## src/rtl/and_output_capture.sv

```systemverilog
// Capture stage behind the AND gate: samples y into a small first-word
// fall-through FIFO, with an optional change-only capture mode and sticky
// overflow / saturating drop statistics.
module and_output_capture #(
    parameter int AND_INPUTS_WIDTH  = 8,
    parameter int FIFO_DEPTH        = 4,
    parameter int CAPTURE_ON_CHANGE = 1
) (
    input  logic                          clk,
    input  logic                          rst,
    input  logic [AND_INPUTS_WIDTH-1:0]   y,
    input  logic                          capture_en,
    input  logic                          clear_stats,
    output logic [AND_INPUTS_WIDTH-1:0]   out_data,
    output logic                          out_valid,
    input  logic                          out_ready,
    output logic [$clog2(FIFO_DEPTH):0]   fifo_count,
    output logic                          overflow,
    output logic [7:0]                    drop_count
);

    localparam int PW = $clog2(FIFO_DEPTH);
    localparam int CW = PW + 1;
    localparam logic [CW-1:0] FULL_COUNT = CW'(FIFO_DEPTH);

    typedef enum logic {
        IDLE  = 1'b0,
        TRACK = 1'b1
    } state_t;

    state_t                       state_q, state_d;
    logic [AND_INPUTS_WIDTH-1:0]  y_prev_q;
    logic [AND_INPUTS_WIDTH-1:0]  mem_q [FIFO_DEPTH];
    logic [PW-1:0]                wr_ptr_q, wr_ptr_d;
    logic [PW-1:0]                rd_ptr_q, rd_ptr_d;
    logic [CW-1:0]                count_q, count_d;
    logic [AND_INPUTS_WIDTH-1:0]  out_data_q, out_data_d;
    logic                         out_valid_q;
    logic                         overflow_q, overflow_d;
    logic [7:0]                   drop_count_q, drop_count_d;

    logic push;
    logic pop;
    logic full;
    logic do_write;
    logic drop;

    // Capture FSM: first enabled cycle always captures, later ones may filter on change
    always_comb begin
        state_d = state_q;
        push    = 1'b0;
        case (state_q)
            IDLE: begin
                if (capture_en) begin
                    push    = 1'b1;
                    state_d = TRACK;
                end
            end
            TRACK: begin
                if (!capture_en) begin
                    state_d = IDLE;
                end else begin
                    push = (CAPTURE_ON_CHANGE == 0) || (y != y_prev_q);
                end
            end
            default: state_d = IDLE;
        endcase
    end

    // FIFO control: pointer/count update and next head value
    always_comb begin
        full     = (count_q == FULL_COUNT);
        pop      = out_valid_q & out_ready;
        do_write = push & (~full | pop);
        drop     = push & full & ~pop;

        wr_ptr_d = wr_ptr_q;
        rd_ptr_d = rd_ptr_q;
        if (do_write) wr_ptr_d = wr_ptr_q + 1'b1;
        if (pop)      rd_ptr_d = rd_ptr_q + 1'b1;

        count_d = count_q;
        case ({do_write, pop})
            2'b10:   count_d = count_q + 1'b1;
            2'b01:   count_d = count_q - 1'b1;
            default: count_d = count_q;
        endcase

        // Head is registered: when the new head is the entry being written
        // this cycle, take it straight from y since mem is not yet updated.
        out_data_d = out_data_q;
        if (count_d != '0) begin
            if (do_write && (wr_ptr_q == rd_ptr_d)) out_data_d = y;
            else                                     out_data_d = mem_q[rd_ptr_d];
        end
    end

    // Statistics: clear has priority over a same-cycle drop
    always_comb begin
        overflow_d   = overflow_q;
        drop_count_d = drop_count_q;
        if (clear_stats) begin
            overflow_d   = 1'b0;
            drop_count_d = '0;
        end else if (drop) begin
            overflow_d = 1'b1;
            if (drop_count_q != 8'hFF) drop_count_d = drop_count_q + 1'b1;
        end
    end

    // State, pointers, head and statistics registers
    always_ff @(posedge clk) begin
        if (rst) begin
            state_q      <= IDLE;
            y_prev_q     <= '0;
            wr_ptr_q     <= '0;
            rd_ptr_q     <= '0;
            count_q      <= '0;
            out_data_q   <= '0;
            out_valid_q  <= 1'b0;
            overflow_q   <= 1'b0;
            drop_count_q <= '0;
        end else begin
            state_q      <= state_d;
            y_prev_q     <= y;
            wr_ptr_q     <= wr_ptr_d;
            rd_ptr_q     <= rd_ptr_d;
            count_q      <= count_d;
            out_data_q   <= out_data_d;
            out_valid_q  <= (count_d != '0);
            overflow_q   <= overflow_d;
            drop_count_q <= drop_count_d;
        end
    end

    // FIFO storage; reset only moves pointers, contents need no clearing
    always_ff @(posedge clk) begin
        if (do_write) mem_q[wr_ptr_q] <= y;
    end

    assign out_data   = out_data_q;
    assign out_valid  = out_valid_q;
    assign fifo_count = count_q;
    assign overflow   = overflow_q;
    assign drop_count = drop_count_q;

endmodule

```

## config.mk

```make
export PLATFORM = sky130hd
export DESIGN_NAME = and_output_capture
export DESIGN_NICKNAME = d
export VERILOG_FILES = /design/src/rtl/and_output_capture.sv
export SDC_FILE = /design/constraint.sdc
export NUM_CORES = 1
export LEC_CHECK = 0
export CAP_MARGIN = 25
export CORE_UTILIZATION = 50
export CTS_BUF_LIST = sky130_fd_sc_hd__clkbuf_4
export CTS_CLUSTER_DIAMETER = 150
export DETAILED_ROUTE_END_ITERATION = 8
export HOLD_SLACK_MARGIN = 0.1
export PLACE_DENSITY = 0.74
export SETUP_SLACK_MARGIN = 0.2
export SLEW_MARGIN = 0
export SYNTH_ARGS = -nofsm -noshare
export SYNTH_HDL_FRONTEND = slang
export SYNTH_SLANG_ARGS = --single-unit
```

## constraint.sdc

```tcl
create_clock -name clk -period 4.7 [get_ports clk]
set_input_delay 0.47 -clock clk [delete_from_list [all_inputs] [get_ports clk]]
set_output_delay 0.47 -clock clk [all_outputs]
set_load 0.1 [all_outputs]
```

==> results of run 1 <==
[synth_stat cells, types with 7 or more instances]
| master | instances | share of area (%) |
|---|---|---|
| sky130_fd_sc_hd__nor2_1 | 10 | 1.2 |
| sky130_fd_sc_hd__mux2_2 | 8 | 2.9 |
| sky130_fd_sc_hd__dfxtp_1 | 34 | 22 |
| sky130_fd_sc_hd__nand3_1 | 10 | 1.6 |
| sky130_fd_sc_hd__nor3b_1 | 9 | 2.2 |
| sky130_fd_sc_hd__and4_2 | 7 | 2.2 |
| sky130_fd_sc_hd__nand2_1 | 7 | 0.84 |
| sky130_fd_sc_hd__and3_1 | 15 | 3.0 |
| sky130_fd_sc_hd__o21ai_0 | 22 | 3.5 |
| sky130_fd_sc_hd__a21oi_1 | 10 | 1.6 |
| sky130_fd_sc_hd__edfxtp_1 | 32 | 31 |
| sky130_fd_sc_hd__xnor2_1 | 10 | 2.8 |
| sky130_fd_sc_hd__nor3_1 | 8 | 1.3 |
| sky130_fd_sc_hd__o22ai_1 | 8 | 1.6 |
| sky130_fd_sc_hd__a221o_1 | 8 | 2.6 |
| sky130_fd_sc_hd__nor2b_1 | 9 | 1.8 |
| sky130_fd_sc_hd__clkbuf_1 | 7 | 0.84 |
| sky130_fd_sc_hd__o221ai_1 | 8 | 2.2 |
[through the flow]
stage          utilization [%]  hold WS, ns  setup slack [ns]
2_1_floorplan                -        0.511              1.04
3_3_place_gp              58.5        0.463             0.787
3_5_place_dp              58.5        0.473             0.723
4_1_cts                   60.8        0.499              1.15
5_1_grt                   60.8        0.526             0.922
6_report                  60.8        0.497              1.14
[worst max-delay path, stage by stage]
cell,delay [ns]
sky130_fd_sc_hd__clkdlybuf4s50_1,0.64
sky130_fd_sc_hd__xnor2_1,0.17
sky130_fd_sc_hd__nand3_1,0.14
sky130_fd_sc_hd__o31ai_1,0.37
sky130_fd_sc_hd__nor2_1,0.09
sky130_fd_sc_hd__inv_1,0.08
sky130_fd_sc_hd__ha_1,0.20
sky130_fd_sc_hd__fa_1,0.45
sky130_fd_sc_hd__nor3b_1,0.24
sky130_fd_sc_hd__a2bb2oi_1,0.25
sky130_fd_sc_hd__a21oi_2,0.20
sky130_fd_sc_hd__and4_2,0.31
sky130_fd_sc_hd__a221o_1,0.25
[path summary, 6_finish.rpt]
check,from,cells after the start,endpoint
max,y[1],13,out_data[2]$_SDFFE_PP0P_
min,out_data[5]$_SDFFE_PP0P_,1,out_data[5]$_SDFFE_PP0P_
max reg2reg,out_valid$_SDFF_PP0_,12,out_data[2]$_SDFFE_PP0P_
min reg2reg,out_data[5]$_SDFFE_PP0P_,1,out_data[5]$_SDFFE_PP0P_
[final cells by class]
class / count / area, um^2 / area share, %
Clock buffer: 9 / 67.6 / 1.85
Tap cell: 75 / 93.8 / 2.57
Multi-Input combinational cell: 195 / 1400 / 38.5
Inverter: 6 / 22.5 / 0.618
Timing Repair Buffer: 35 / 345 / 9.47
Clock inverter: 7 / 70.1 / 1.92
Sequential cell: 66 / 1640 / 45.0
[state kept, by name (all words and copies together), names as in the netlist]
| name | cells |
|---|---|
| overflow | 1 |
| rd_ptr_q | 2 |
| fifo_count | 3 |
| state_q | 1 |
| y_prev_q | 8 |
| out_data | 8 |
| wr_ptr_q | 2 |
| out_valid | 1 |
| mem_q | 32 |
| drop_count | 8 |
[cells by family (layout without fill, tap and decap cells)]
family | Yosys count | count (layout) | synth area share (%)
AOI/OAI and AO/OA | 69 | 69 | 15.4
xor gates and xnor gates | 12 | 12 | 3.35
adders and majority gates | 7 | 7 | 3.03
buffers and inverters | 22 | 57 | 2.95
DFF | 66 | 66 | 52.3
muxes | 10 | 10 | 3.51
and+or+nand+nor | 97 | 97 | 19.5
[report_power, final]
part / total (mW) / internal, mW / switching [mW]
logic: 0.746 / 0.241 / 0.505
clock network: 0.376 / 0.161 / 0.215
registers: 0.747 / 0.674 / 0.0726
total: 1.87 / 1.08 / 0.793
[routing by layer]
metal	vias to the layer above	wire length [um]
met4	0	124
met3	16	345
met2	85	2820
met5	-	0
met1	1125	3110
li1	1154	-
==> results.cfg, run 1 <==
[logic_synthesis]
post_synth_instance_area_um2 = 3140
synth_top_flop_cell = sky130_fd_sc_hd__dfxtp_1
synth_seq_area_share_pct = 52.3
yosysUniqueCellTypes = 49
netlist_instances = 283
synth_nets = 303
mean_area_per_synthesized_cell_um2 = 11.1
synth_async_sr_flop_share_pct = 0
edff_count_synth = 32
synth_seq_cells = 66
yosysWarningCount = 0

[detailed_routing]
via_count_of_the_routed_design = 2380
drc = 0
drt.antenna.violating_nets = 0
post_drt_wl_per_cell_um = 16.3
drt_pre_antenna_iters = 5
via_per_instance_ratio = 6.06
detailedRoute.firstIterationViolations = 194
route.final.wire_length_mm = 6.40

[clock_network]
post_cts.repair.setup_buffers = 0
numCtsBuffers = 9
cts.root.buffer_cell = sky130_fd_sc_hd__clkbuf_4
cts_tree = done
cts_buffer_depth = 2
clkTransAtPathRegs_ns = 0.12
cts_resized = 0
worstSkewPairLatency_ns = 0.42
postCtsHoldBufs = 0
htreeDepth = 3
tritoncts_num_sinks = 66

[floorplan]
start_util_pct = 52.4
die-height_um = 81.2
ioPinCount = 34
placeable_area_um2 = 5990
die-width_um = 81.2
die_area_um2 = 6600
placementRows = 28

[setup_path]
worstPathRequired_ns = 5.00
worst-setup-path-type = primary input to register
reg2reg_setup_slack_ns = 1.30
arr_time_crit_path_ns = 3.87
crit_fanout = 17
timing.critical_path.from_type = primary input
crit_path_end_kind = register

[hold_path]
hold_path_class = register to register

[flow_run]
drv_cap = 0

[layout]
layout.cell_area.non_filler_um2 = 3640
leading_cell_type_in_the_layout_fill_and_taps_excluded = sky130_fd_sc_hd__dfxtp_1
layout_common_cells = 34 x sky130_fd_sc_hd__dfxtp_1, 33 x sky130_fd_sc_hd__clkdlybuf4s50_1, 32 x sky130_fd_sc_hd__edfxtp_1
areaGrowthSynthToFinish_pct = 16.1
total_nets_final = 333
share_of_cells_above_drive_strength_1_pct = 12.9
final_cell_count_no_fill = 393
filler_cell_count = 500
diodes = 0

[sta]
tns_ns = 0
period_share_pct = 75.8
max_freq_mhz = 281
grt_setup_unrepaired = false
finalHoldViolations = 0
max_slew_margin_pct = 33.9
finalCriticalPeriod_ns = 3.56
setup_viol = 0
skew_ns = 0.0184
timing_worst_slew_pin_value_ns = 0.990
final_max_slew_viol_count = 0

[placed_design]
post-place-cells = 377
postPlaceCellArea_um2 = 3510
port_buffers = 33
final_hpwl_dp_mm = 4.34
routabilityCongestion = 0.820

[global_route]
groute.layer.met1.usage_pct = 29.5
vias_in_the_first_global_route = 2083
number_of_antenna_violations_at_the_first_check_in_global_routing = 0
routing_usage_on_met3_pct = 4.16
globalRouteOverflowTotal = 0
grt_first_pass_wirelength_mm = 10.3
grt_most_used_layer = met2
groute.layer.met2.usage_pct = 31.2
grt_start_max_net_pins = 37
grt_use_total_pct = 21.0

[power_and_ir_drop]
max-vdd-ir-drop_uv = 282
power-per-cell-area_nw_per_um2 = 513
p_leak_nw = 1.25
totalPowerFinal_mw = 1.87

[status]
run_status = finished clean
(Power assumes the default switching activity.)
==> inputs of run 2 (changes only) <==
--- a/config.mk
+++ b/config.mk
@@ -11,7 +11,7 @@
 export CTS_CLUSTER_DIAMETER = 150
 export DETAILED_ROUTE_END_ITERATION = 8
 export HOLD_SLACK_MARGIN = 0.1
-export PLACE_DENSITY = 0.74
+export PLACE_DENSITY = 0.77
 export SETUP_SLACK_MARGIN = 0.2
 export SLEW_MARGIN = 0
 export SYNTH_ARGS = -nofsm -noshare
==> constraint.sdc (replaced) <==
create_clock -name clk -period 2.9 [get_ports clk]
set_input_delay 0.29 -clock clk [delete_from_list [all_inputs] [get_ports clk]]
set_output_delay 0.29 -clock clk [all_outputs]
set_load 0.1 [all_outputs]
==> run 2 against run 1 <==
  * The run now ends with setup timing left
  * First-iteration DRC count up 18%
  * Power up 78%
  * Flip-flop and latch count unchanged
  * Die area unchanged
  * Largest power group is now combinational logic
  * Cell count up 6.6%
==> results.cfg, run 2 (synthesized netlist as in run 1, its figures left out) <==
[global_route]
number_of_antenna_violations_at_the_first_check_in_global_routing = 0
grt_start_max_net_pins = 34
routing_usage_on_met3_pct = 4.83
grt_use_total_pct = 23.5
grt_most_used_layer = met2
grt_first_pass_wirelength_mm = 11.4
groute.layer.met2.usage_pct = 35.5
groute.layer.met1.usage_pct = 32.5
globalRouteOverflowTotal = 0
vias_in_the_first_global_route = 2322

[layout]
max_flop_register = mem_q
diodes = 0
leading_cell_type_in_the_layout_fill_and_taps_excluded = sky130_fd_sc_hd__buf_4
share_of_cells_above_drive_strength_1_pct = 34.0
layout_common_cells = 45 x sky130_fd_sc_hd__buf_4, 32 x sky130_fd_sc_hd__edfxtp_1, 27 x sky130_fd_sc_hd__dfxtp_1
total_nets_final = 359
max_ffs_per_register = 32
layout.core_utilization_pct = 66.1
filler_cell_count = 452
areaGrowthSynthToFinish_pct = 26.3

[clock_network]
tritoncts_num_sinks = 66
cts.root.buffer_cell = sky130_fd_sc_hd__clkbuf_4
cts_tree = done
numCtsBuffers = 9
worstSkewPairLatency_ns = 0.41
cts_buffer_depth = 2
clkTransAtPathRegs_ns = 0.11
htreeDepth = 3

[sta]
setup_viol = 8
final_max_slew_viol_count = 0
skew_ns = 0.0118
timing_worst_slew_pin_value_ns = 0.496
period_share_pct = 105
grt_setup_unrepaired = true
max_freq_mhz = 328
finalCriticalPeriod_ns = 3.05
finalWorstSetupSlack_ns = -0.153
finalHoldViolations = 0
max_slew_margin_pct = 67.0

[power_and_ir_drop]
comb_power_share_pct = 44.7
totalPowerFinal_mw = 3.32
power_report.internal_total_mw = 1.94
p_sw_mw = 1.38
seqPwrFrac_pct = 36.4
share_clk_of_total_power_pct = 18.8
power-per-cell-area_nw_per_um2 = 838
max-vdd-ir-drop_uv = 544
p_leak_nw = 1.44
netSwitchingFraction_pct = 41.4

[detailed_routing]
drc = 0
via_per_instance_ratio = 5.90
via_count_of_the_routed_design = 2474
post_drt_wl_per_cell_um = 16.9
route.final.wire_length_mm = 7.07
drt.antenna.violating_nets = 0
detailedRoute.firstIterationViolations = 228
drt_pre_antenna_iters = 4

[status]
failed_checks = setup timing
run_status = finished with violations

[floorplan]
die-width_um = 81.2
start_util_pct = 52.4
die-height_um = 81.2
die_area_um2 = 6600
placementRows = 28
placeable_area_um2 = 5990
ioPinCount = 34

[setup_path]
crit_fanout = 8
critical-path-max-stage-delay_ns = 0.53
critical_path.slowest_cell = sky130_fd_sc_hd__clkdlybuf4s50_1
worst-setup-path-type = primary input to register
reg2reg_setup_slack_ns = -0.14
arr_time_crit_path_ns = 3.35
timing.critical_path.from_type = primary input
crit_path_end_kind = register
worstPathCellList = clkdlybuf4s50_1, xnor2_1, nand4_1, o31ai_4, nor2_4, inv_2, ha_4, fa_2, nor3b_2, a2bb2oi_2, a21oi_4, buf_6, and3_4, a221o_1
worstPathRequired_ns = 3.20

[placed_design]
final_hpwl_dp_mm = 4.94
port_buffers = 33
routabilityCongestion = 0.812

[flow_run]
drv_cap = 0

[hold_path]
hold_path_class = primary input to register
## run 2: layer usage
metal,routed length [um],up-vias
met5,0,-
met1,3300,1170
met3,349,10
li1,-,1212
met4,97,0
met2,3320,82
## run 2: stage by stage
step | hold slack [ns] | cells | area [um^2] | setup WS (ns) | TNS, ns
floorplan | 0.389 | 283 | 3300 | -0.0721 | -0.577
global placement | 0.455 | 395 | 3730 | -0.597 | -4.87
detailed placement | 0.470 | 395 | 3730 | -0.665 | -5.45
CTS | 0.328 | 418 | 3950 | -0.110 | -0.814
global route | 0.345 | 419 | 3960 | -0.233 | -1.79
finish | 0.361 | 419 | 3960 | -0.153 | -1.14
## run 2: final cells by class
class | instances | area, um^2 | area share, %
Tap cell | 75 | 93.8 | 2.37
Sequential cell | 66 | 1660 | 41.9
Clock buffer | 10 | 75.1 | 1.89
Multi-Input combinational cell | 195 | 1540 | 39.0
Inverter | 6 | 22.5 | 0.568
Timing Repair Buffer | 61 | 499 | 12.6
Clock inverter | 6 | 67.6 | 1.71
## run 2: path summary, 6_finish.rpt
kind / startpoint / endpoint / cells after the start
max: y[5] / out_data[6]$_SDFFE_PP0P_ / 14
min: y[4] / mem_q[3][4]$_DFFE_PP_ / 1
max reg2reg: y_prev_q[7]$_SDFF_PP0_ / out_data[6]$_SDFFE_PP0P_ / 13
min reg2reg: overflow$_SDFFE_PP0P_ / overflow$_SDFFE_PP0P_ / 2
## run 2: worst max-delay path: cells and delay by family
| family | cells | cell delay (ns) |
|---|---|---|
| and+or+nand+nor | 4 | 0.59 |
| AOI/OAI and AO/OA | 4 | 1.00 |
| buffers and inverters | 3 | 0.77 |
| adders and majority gates | 2 | 0.56 |
| xor gates and xnor gates | 1 | 0.13 |
## run 2: power groups by stage
| stage | Combinational (mW) | Sequential, mW | Clock (mW) |
|---|---|---|---|
| CTS | 1.46 | 1.21 | 0.637 |
| floorplan | 0.654 | 1.65 | 0 |
| finish | 1.48 | 1.21 | 0.625 |
| detailed placement | 1.35 | 1.23 | 0 |
| global route | 1.59 | 1.23 | 0.674 |
| global placement | 1.33 | 1.22 | 0 |
## run 2: what timing repair did
item	in CTS	in global routing
gates resized for setup	15	1
pin swaps	10	6
setup buffers	7	1
hold buffers	0	0
setup endpoints to repair	9	9
